### src/rtl/muldiv_seq.sv
// Multi-cycle RV32M sequencer: one multiply/divide bit per cycle beside the execute-stage ALU.
// Holds the pipeline through a combinational stall; a flush abandons the in-flight op.
module muldiv_seq #(
    parameter int unsigned WIDTH = 32,
    parameter int unsigned CW    = 6
) (
    input  logic             clk,
    input  logic             rst_n,
    input  logic             start,
    input  logic [2:0]       funct3,
    input  logic [WIDTH-1:0] srca,
    input  logic [WIDTH-1:0] srcb,
    input  logic             flush,
    output logic             stall,
    output logic             done,
    output logic [WIDTH-1:0] result
);
    localparam int unsigned W2 = 2 * WIDTH;

    typedef enum logic [1:0] {IDLE, CALC, FIX, DONE} state_t;

    state_t           state, state_nx;
    logic [CW-1:0]    cnt;
    logic [2:0]       op;
    logic [WIDTH-1:0] opnd;
    logic [W2-1:0]    acc;
    logic             neg;

    // operand decode for the accept cycle
    logic             is_div, a_sgn, b_sgn, sa, sb, div_zero, div_ovf, fast, neg_v, accept;
    logic [WIDTH-1:0] a_abs, b_abs, fast_q, fast_r;

    always_comb begin
        is_div   = funct3[2];
        a_sgn    = is_div ? ~funct3[0] : (funct3 == 3'd1 || funct3 == 3'd2);
        b_sgn    = is_div ? ~funct3[0] : (funct3 == 3'd1);
        sa       = a_sgn & srca[WIDTH-1];
        sb       = b_sgn & srcb[WIDTH-1];
        a_abs    = sa ? (WIDTH'(0) - srca) : srca;
        b_abs    = sb ? (WIDTH'(0) - srcb) : srcb;
        div_zero = is_div & (srcb == '0);
        div_ovf  = is_div & ~funct3[0] & (srca == {1'b1, {(WIDTH-1){1'b0}}}) & (&srcb);
        fast     = div_zero | div_ovf;
        fast_q   = div_zero ? {WIDTH{1'b1}} : {1'b1, {(WIDTH-1){1'b0}}};
        fast_r   = div_zero ? srca : '0;
        neg_v    = (is_div & funct3[1]) ? sa : (sa ^ sb);
        accept   = (state == IDLE) & start & ~flush;
    end

    // one iteration step: shift-add multiply or restoring divide on the shared accumulator
    logic [WIDTH:0]   mul_sum, rem_sh;
    logic [WIDTH-1:0] div_diff;
    logic             div_ge;
    logic [W2-1:0]    mul_nx, div_nx;

    always_comb begin
        mul_sum  = {1'b0, acc[W2-1:WIDTH]} + (acc[0] ? {1'b0, opnd} : {(WIDTH+1){1'b0}});
        mul_nx   = {mul_sum, acc[WIDTH-1:1]};
        rem_sh   = acc[W2-1:WIDTH-1];
        div_ge   = rem_sh >= {1'b0, opnd};
        div_diff = rem_sh[WIDTH-1:0] - opnd;
        div_nx   = {(div_ge ? div_diff : rem_sh[WIDTH-1:0]), acc[WIDTH-2:0], div_ge};
    end

    // sign fix-up and half selection
    logic [W2-1:0]    prod_s;
    logic [WIDTH-1:0] quo, rmd, fix_val;

    always_comb begin
        prod_s = neg ? (W2'(0) - acc) : acc;
        quo    = neg ? (WIDTH'(0) - acc[WIDTH-1:0]) : acc[WIDTH-1:0];
        rmd    = neg ? (WIDTH'(0) - acc[W2-1:WIDTH]) : acc[W2-1:WIDTH];
        if (op[2])
            fix_val = op[1] ? rmd : quo;
        else
            fix_val = (op[1:0] == 2'd0) ? prod_s[WIDTH-1:0] : prod_s[W2-1:WIDTH];
    end

    always_comb begin
        state_nx = state;
        if (flush) begin
            state_nx = IDLE;
        end else begin
            case (state)
                IDLE: if (start) state_nx = fast ? FIX : CALC;
                CALC: if (cnt == CW'(WIDTH - 1)) state_nx = FIX;
                FIX:  state_nx = DONE;
                DONE: state_nx = IDLE;
                default: state_nx = IDLE;
            endcase
        end
    end

    assign stall = accept | (state == CALC) | (state == FIX);

    always_ff @(posedge clk) begin
        if (!rst_n) begin
            state  <= IDLE;
            cnt    <= '0;
            op     <= '0;
            opnd   <= '0;
            acc    <= '0;
            neg    <= 1'b0;
            done   <= 1'b0;
            result <= '0;
        end else begin
            state <= state_nx;
            done  <= (state_nx == DONE);
            cnt   <= (state == CALC && state_nx == CALC) ? cnt + CW'(1) : '0;
            if (accept) begin
                op   <= funct3;
                neg  <= fast ? 1'b0 : neg_v;
                opnd <= is_div ? b_abs : a_abs;
                // fast path preloads the final {remainder, quotient}
                acc  <= fast ? {fast_r, fast_q}
                             : {{WIDTH{1'b0}}, (is_div ? a_abs : b_abs)};
            end else if (state == CALC && !flush) begin
                acc <= op[2] ? div_nx : mul_nx;
            end
            if (state == FIX && !flush)
                result <= fix_val;
        end
    end

endmodule
### config.mk
export PLATFORM = sky130hd
export DESIGN_NAME = muldiv_seq
export DESIGN_NICKNAME = d
export VERILOG_FILES = /design/src/rtl/muldiv_seq.sv
export SDC_FILE = /design/constraint.sdc
export NUM_CORES = 1
export LEC_CHECK = 0
export ABC_AREA = 0
export BUFFER_PORTS_ARGS = -buffer_cell sky130_fd_sc_hd__buf_2
export CORE_ASPECT_RATIO = 1.1
export CORE_MARGIN = 5
export CORE_UTILIZATION = 30
export DETAILED_ROUTE_END_ITERATION = 6
export GPL_TIMING_DRIVEN = 0
export PLACE_DENSITY_LB_ADDON = 0.25
export SYNTH_ARGS = -nofsm -noshare
export SYNTH_HDL_FRONTEND = slang
export SYNTH_SLANG_ARGS = --single-unit
export TNS_END_PERCENT = 30
### constraint.sdc
create_clock -name clk -period 3.4 [get_ports clk]
set_input_delay 0.17 -clock clk [delete_from_list [all_inputs] [get_ports clk]]
set_output_delay 0.17 -clock clk [all_outputs]
set_load 0.01 [all_outputs]
==> summary.txt, run 1 <==
Outcome
  • Status: finished, violations left
  • Violated checks: negative setup slack

Pwr
  • Sw frac: 46.03%
  • P_int: 0.003859 W
  • PD cells: 410.4 mW/mm^2
  • Clock power frac: 28.0%
  • Flop pwr share: 26.7%
  • Total power: 0.007151 W
  • Leak Pwr: 6.660 nW
  • Comb pwr share: 45.3%
  • Peak supply drop: 0.3806 mV
  • Psw: 0.003291 W

Detailed routing
  • Antenna viol nets, final: 0
  • Drt total wl: 78,740 um
  • Remaining DRCs: 0
  • Number of DRC markers in iteration 0: 2,074
  • Vias: 18,040
  • Initial DRT Pass Iterations: 6
  • WL per Instance: 26.70 um
  • Vias per std cell: 6.117

Yosys
  • Post-synthesis mux area share: 4.161%
  • Asr flop ratio synth: 0%
  • Syn avg cell area: 7.009 um^2
  • Adder-Cell Fraction of Synth Area: 6.104%
  • Synth Area in Simple Gates: 22.84%
  • Syn_nets: 2,284
  • Synthesized flop and latch total: 141
  • Post-synthesis sequential area ratio: 18.81%
  • Ys flop type: dfxtp_1
  • Compound-Gate Fraction of Synth Area: 32.38%
  • Post-Synth XOR/XNOR Area: 10.16%
  • Synthesized area: 0.01501 mm^2
  • Yosys warns: 0
  • Yosys cell types: 78
  • Largest family of logic cells by synthesized area: compound AO/OA/AOI/OAI gates
  • Post-synthesis cell count: 2,141
  • Post-synth EDFFs: 0

Clock network
  • Inserted Clock Buffers: 17
  • Clock Latency Late Sink: 0.48 ns
  • Clock Tree Root: clkbuf_16
  • Hold buffer count at CTS: 0
  • Clk buf depth: 2
  • CTS tree: built
  • Clock Sink Count: 141
  • Clk slew on worst S/H paths: 0.09 ns
  • # H-tree levels: 4

Layout
  • Finished Cell Area: 0.01742 mm^2
  • Filler cell count: 5,464
  • Most frequent cells in the layout: 217 x nand2_1, 207 x nor2_1, 202 x o21ai_0
  • Commonest non-fill, non-tap cell in the layout: nand2_1
  • Final core utilization: 34.97%
  • Area Overhead vs Synth: 16.11%
  • Final nets: 2,419
  • Ratio of cells with drive above 1 in the final layout: 11.88%
  • N_diodes: 0

Hold path
  • HP Class: input port to register
  • Worst Hold Path EP: op[1]$_SDFFE_PN0P_
  • Hold depth: 3
  • Min-delay src: funct3[1]

Global route
  • First-pass GRT wire length: 113,600 um
  • Initial antenna violation count: 0
  • Vias in the first global route: 17,050
  • Grt ovf: 0
  • Largest net degree at the start of global routing: 17
  • All-Layer GR Usage: 27.49%

Placement
  • Post-Place Setup Slack: -1.147 ns
  • HPWL Detailed: 62,930 um
  • # port buffers: 104
  • GPL Wtd Cong: 1.003
  • Placed Area: 0.01635 mm^2

Worst setup path
  • CP max FO: 7
  • Crit. End Element: register
  • Critical-path top delay cell: fa_2
  • Critical path's top delay family: compound AO/OA/AOI/OAI gates
  • CP Class: register to register
  • CP arrival: 3.75 ns
  • CP Cell Sequence: and2_1 > ha_1 > fa_2 > a211oi_2 > o21ai_1 > a211oi_2 > o211ai_1 > a41o_2 > a2111o_1 > o211ai_1 > o22ai_1
  • CP Launch Type: register
  • FF-to-FF End: acc[61]$_SDFFE_PN0P_
  • CP peak stage delay: 0.43 ns
  • Worst reg-to-reg path cell count: 11
  • Reg2reg start: acc[0]$_SDFFE_PN0P_
  • Worst path buffer plus inverter count: 0
  • Flop2flop setup slack: -0.005 ns
  • WP data required: 3.74 ns

STA
  • Min cycle time layout: 3.405 ns
  • Hold Fails Final Rpt: 0
  • Period utilization: 100.2%
  • RSZ-0062 raised after global routing: true
  • Measured slew at the worst slew-check pin: 1.241 ns
  • Fmax: 293.6 MHz
  • Slew headroom: 16.94%
  • Setup ws final: -0.005449 ns
  • Max-slew violation count: 0
  • Final Skew: 0.02661 ns
  • Setup Viol. Count Final: 1

Floorplan
  • Row count: 86
  • Die H: 244.6 um
  • Ports: 105
  • Die W: 223.2 um
  • Core Footprint: 0.04982 mm^2
  • Initial Util: 30.12%
  • Die ar.: 0.05460 mm^2

Flow run
  • Max-Cap Viols: 0
-- power groups by stage --
stage               clock, W  sequential [W]  combinational (W)
floorplan                  0         0.00186            0.00190
global placement           0         0.00193            0.00293
detailed placement         0         0.00193            0.00293
CTS                  0.00200         0.00190            0.00307
global route         0.00206         0.00191            0.00342
finish               0.00200         0.00191            0.00324
-- metal layers --
layer / vias up / global-route usage, % / wire [um]
met3: 216 / 4.082 / 6021
met1: 8675 / 35.40 / 32310
met5: - / 0 / 0
met2: 975 / 43.64 / 34840
li1: 8173 / - / -
met4: 0 / 16.13 / 5568
-- stage by stage --
step / instances / hold WS [ns] / setup TNS (ns)
global placement: 2905 / 0.4303 / -49.31
global route: 2949 / 0.05330 / -0.1176
floorplan: 2141 / 0.3060 / 0
finish: 2949 / 0.06599 / -0.005449
detailed placement: 2905 / 0.4271 / -49.27
CTS: 2943 / 0.04156 / -0.1524
-- synth_stat cells, drive strengths merged, types with 47 or more instances --
cell type,n,area share (%)
o21ai,218,7.3
clkbuf,125,3.1
mux2i,50,3.3
xnor2,96,5.6
nand2,218,5.5
inv,69,1.7
a31oi,47,2.0
nor3,51,1.7
nor2,207,5.2
dfxtp,141,19
a21oi,187,6.2
xor2,78,4.6
ha,70,5.8
-- worst reg2reg max path, stage by stage (launching register included) --
cell and delay (ns):
dfxtp_2 0.40, and2_1 0.16, ha_1 0.25, fa_2 0.43
a211oi_2 0.30, o21ai_1 0.19, a211oi_2 0.27, o211ai_1 0.23
a41o_2 0.43, a2111o_1 0.38, o211ai_1 0.12, o22ai_1 0.11
-- sequential cells by signal, summed over array words and instances, names as in the netlist --
register / flops
acc: 64
cnt: 6
done: 1
neg: 1
op: 3
opnd: 32
result: 32
state: 2
-- logic make-up (layout without fill, tap and decap cells) --
kind of cell             Yosys count  count (layout)
adder cells (fa/ha/maj)           72              72
flip-flops                       141             141
AND/OR/NAND/NOR                  717             717
AO/OA/AOI/OAI                    760             760
buffers and inverters            217             365
multiplexers                      60              60
XOR/XNOR                         174             174
-- layout make-up --
cell class / count / area [um^2] / share of cell area, %
Buffer: 139 / 559.3 / 3.210
Clock buffer: 17 / 425.4 / 2.442
Clock inverter: 15 / 175.2 / 1.005
Inverter: 71 / 274.0 / 1.573
Multi-Input combinational cell: 1783 / 11670 / 66.96
Sequential cell: 141 / 2836 / 16.28
Tap cell: 660 / 825.8 / 4.740
Timing Repair Buffer: 123 / 660.6 / 3.792
-- worst max path at each step --
stage | from | end | slack (ns) | depth (start not counted)
after global placement | acc[46]$_SDFFE_PN0P_ | acc[60]$_SDFFE_PN0P_ | -1.23 | 12
after floorplan | acc[21]$_SDFFE_PN0P_ | result[23]$_SDFFE_PN0P_ | 0.24 | 10
after detailed placement | acc[46]$_SDFFE_PN0P_ | acc[49]$_SDFFE_PN0P_ | -1.15 | 12
after global routing | acc[22]$_SDFFE_PN0P_ | result[27]$_SDFFE_PN0P_ | -0.03 | 9
final | acc[0]$_SDFFE_PN0P_ | acc[61]$_SDFFE_PN0P_ | -0.005 | 11
after CTS | acc[48]$_SDFFE_PN0P_ | result[27]$_SDFFE_PN0P_ | -0.11 | 9
-- timing repair --
item	in CTS	in global routing
resized for setup	70	42
buffers inserted	7	11
pin swaps	8	16
setup endpoints to repair	83	60
Note: power is estimated with default switching activity, not from simulation.
==> inputs of run 2 (changes only) <==
--- a/config.mk
+++ b/config.mk
@@ -9,7 +9,7 @@
 export BUFFER_PORTS_ARGS = -buffer_cell sky130_fd_sc_hd__buf_2
 export CORE_ASPECT_RATIO = 1.1
 export CORE_MARGIN = 5
-export CORE_UTILIZATION = 30
+export CORE_UTILIZATION = 35
 export DETAILED_ROUTE_END_ITERATION = 6
 export GPL_TIMING_DRIVEN = 0
 export PLACE_DENSITY_LB_ADDON = 0.25
==> run 2 against run 1 <==
  * The flow finishes with violations (design-rule violations, negative setup slack)
  * Sequential power about the same
  * Routed wire length down 2.2%
  * Sequential share of layout area increased by 0.16 points
  * Critical path depth is 2 lower
  * Combinational power is essentially flat
  * Largest cell class unchanged
  * Largest power group unchanged
==> summary.txt, run 2 (synthesis gave the netlist of run 1 again) <==
Worst setup path
  • End point of the critical path: result[27]$_SDFFE_PN0P_
  • WP data required: 3.74 ns
  • Flop2flop setup slack: -0.04 ns
  • Crit. End Element: register
  • FF-to-FF End: result[27]$_SDFFE_PN0P_
  • Worst Setup SP: acc[47]$_SDFFE_PN0P_
  • Crit path depth: 9
  • CP max FO: 9
  • CP peak stage delay: 0.58 ns
  • CP Cell Sequence: clkbuf_4 > or4_4 > or4_1 > buf_2 > or4_4 > o41ai_2 > xor2_1 > a22oi_1 > a32o_1
  • Critical-path top delay cell: or4_4
  • Most frequent CP cell: or4_4
  • CP Launch Type: register
  • Reg2reg start: acc[47]$_SDFFE_PN0P_
  • Worst path buffer plus inverter count: 2
  • CP arrival: 3.79 ns
  • Critical path's top delay family: simple AND/OR/NAND/NOR gates
  • CP Class: register to register
  • Worst reg-to-reg path cell count: 9

Pwr
  • Flop pwr share: 27.1%
  • Leak Pwr: 6.632 nW
  • Peak supply drop: 0.3826 mV
  • Total power: 0.007033 W
  • Comb pwr share: 46.1%
  • Sw frac: 45.49%
  • Clock power frac: 26.8%
  • Psw: 0.003199 W
  • P_int: 0.003833 W
  • PD cells: 407.9 mW/mm^2

Outcome
  • Status: finished, violations left
  • Violated checks: design-rule violations, negative setup slack

Placement
  • HPWL Detailed: 61,200 um
  • # port buffers: 104
  • GPL Wtd Cong: 1.012
  • Post-Place Setup Slack: -1.210 ns
  • Placed Area: 0.01624 mm^2

Detailed routing
  • Remaining DRCs: 1
  • Drt total wl: 76,990 um
  • Vias per std cell: 6.295
  • Number of DRC markers in iteration 0: 2,208
  • Antenna viol nets, final: 0
  • Vias: 17,970
  • WL per Instance: 26.97 um
  • Initial DRT Pass Iterations: 7

Hold path
  • HP Class: input port to register
  • Min-delay src: start

Layout
  • Finished Cell Area: 0.01724 mm^2
  • Biggest register: acc
  • Area Overhead vs Synth: 14.90%
  • Max FFs per register: 64
  • Commonest non-fill, non-tap cell in the layout: nand2_1
  • N_diodes: 0
  • Final nets: 2,419
  • Final core utilization: 40.66%
  • Most frequent cells in the layout: 217 x nand2_1, 206 x nor2_1, 201 x o21ai_0
  • Regs by FF count: acc (64), opnd (32), result (32)
  • Ratio of cells with drive above 1 in the final layout: 11.84%

Floorplan
  • Ports: 105
  • Die H: 227.2 um
  • Row count: 79
  • Die W: 207.4 um
  • Core Footprint: 0.04240 mm^2
  • Die ar.: 0.04712 mm^2
  • Initial Util: 35.39%

Global route
  • Vias in the first global route: 16,720
  • Grt ovf: 0
  • All-Layer GR Usage: 31.24%
  • Initial antenna violation count: 1
  • First-pass GRT wire length: 111,600 um
  • Largest net degree at the start of global routing: 17

Clock network
  • CTS tree: built
  • Clock Sink Count: 141
  • # H-tree levels: 4
  • Clock Latency Late Sink: 0.46 ns
  • Clk buf depth: 2
  • Hold buffer count at CTS: 0
  • Clock Tree Root: clkbuf_16
  • Clk slew on worst S/H paths: 0.07 ns
  • Inserted Clock Buffers: 17

STA
  • Hold Fails Final Rpt: 0
  • Max-slew violation count: 0
  • Min cycle time layout: 3.442 ns
  • Setup Viol. Count Final: 2
  • Final Skew: 0.01724 ns
  • Slew headroom: 25.70%
  • RSZ-0062 raised after global routing: true
  • Setup ws final: -0.04160 ns
  • Hold_ws: 0.08575 ns
  • Period utilization: 101.2%
  • Measured slew at the worst slew-check pin: 1.110 ns
  • Fmax: 290.6 MHz

Flow run
  • Max-Cap Viols: 0
[run 2: cell count changes in the layout (fill, tap and decap cells not counted), moves of 3 or more]
cell	previous run	this run
ha_1	69	66
ha_2	1	4
inv_8	4	0
clkinv_2	0	3
o21ai_2	1	4
clkbuf_1	109	112
buf_4	20	16
a21oi_4	3	0
[run 2: per-layer routing]
metal,GRT usage [%],routed length [um]
met1,41.47,32420
met4,15.08,4165
met3,5.444,6583
met2,49.56,33820
met5,0,5
[run 2: worst min path at each step]
stage / to / slack, ns / cells past startpoint
final: state[0]$_SDFF_PN0_ / 0.09 / 3
after global placement: result[11]$_SDFFE_PN0P_ / 0.43 / 2
after floorplan: op[0]$_SDFFE_PN0P_ / 0.31 / 2
after detailed placement: result[18]$_SDFFE_PN0P_ / 0.43 / 2
after CTS: op[1]$_SDFFE_PN0P_ / 0.06 / 3
after global routing: op[0]$_SDFFE_PN0P_ / 0.09 / 3
[run 2: repair_timing]
item | 4_1_cts | 5_1_grt
gates resized for setup | 67 | 38
buffers inserted | 10 | 6
pin swaps | 9 | 13
gates cloned | 0 | 0
endpoints found under the setup margin | 82 | 61
[run 2: cell type report]
cell class	instances	area [um^2]
fillers	4541	25160
well taps	567	709.4
multi-input cells	1783	11660
inverters	71	269.0
repair buffers	121	645.6
flip-flops and latches	141	2835
plain buffers	141	570.5
clock inverters	12	111.4
clock buffers	19	442.9
[run 2: tightest hold or removal path: stages]
cell,delay [ns]
buf_2,0.12
a21oi_1,0.12
o31ai_1,0.07
[run 2: through the flow]
stage               cells  TNS (ns)
floorplan            2141         0
detailed placement   2812    -46.53
finish               2855  -0.06621
global route         2855   -0.5472
CTS                  2851  -0.03520
global placement     2812    -47.40
[run 2: power by group through the flow]
| stage | sequential, W | combinational [W] | clock (W) |
|---|---|---|---|
| CTS | 0.00189 | 0.00306 | 0.00189 |
| global route | 0.00191 | 0.00342 | 0.00195 |
| global placement | 0.00193 | 0.00291 | 0 |
| finish | 0.00191 | 0.00324 | 0.00189 |
| floorplan | 0.00186 | 0.00190 | 0 |
| detailed placement | 0.00193 | 0.00291 | 0 |
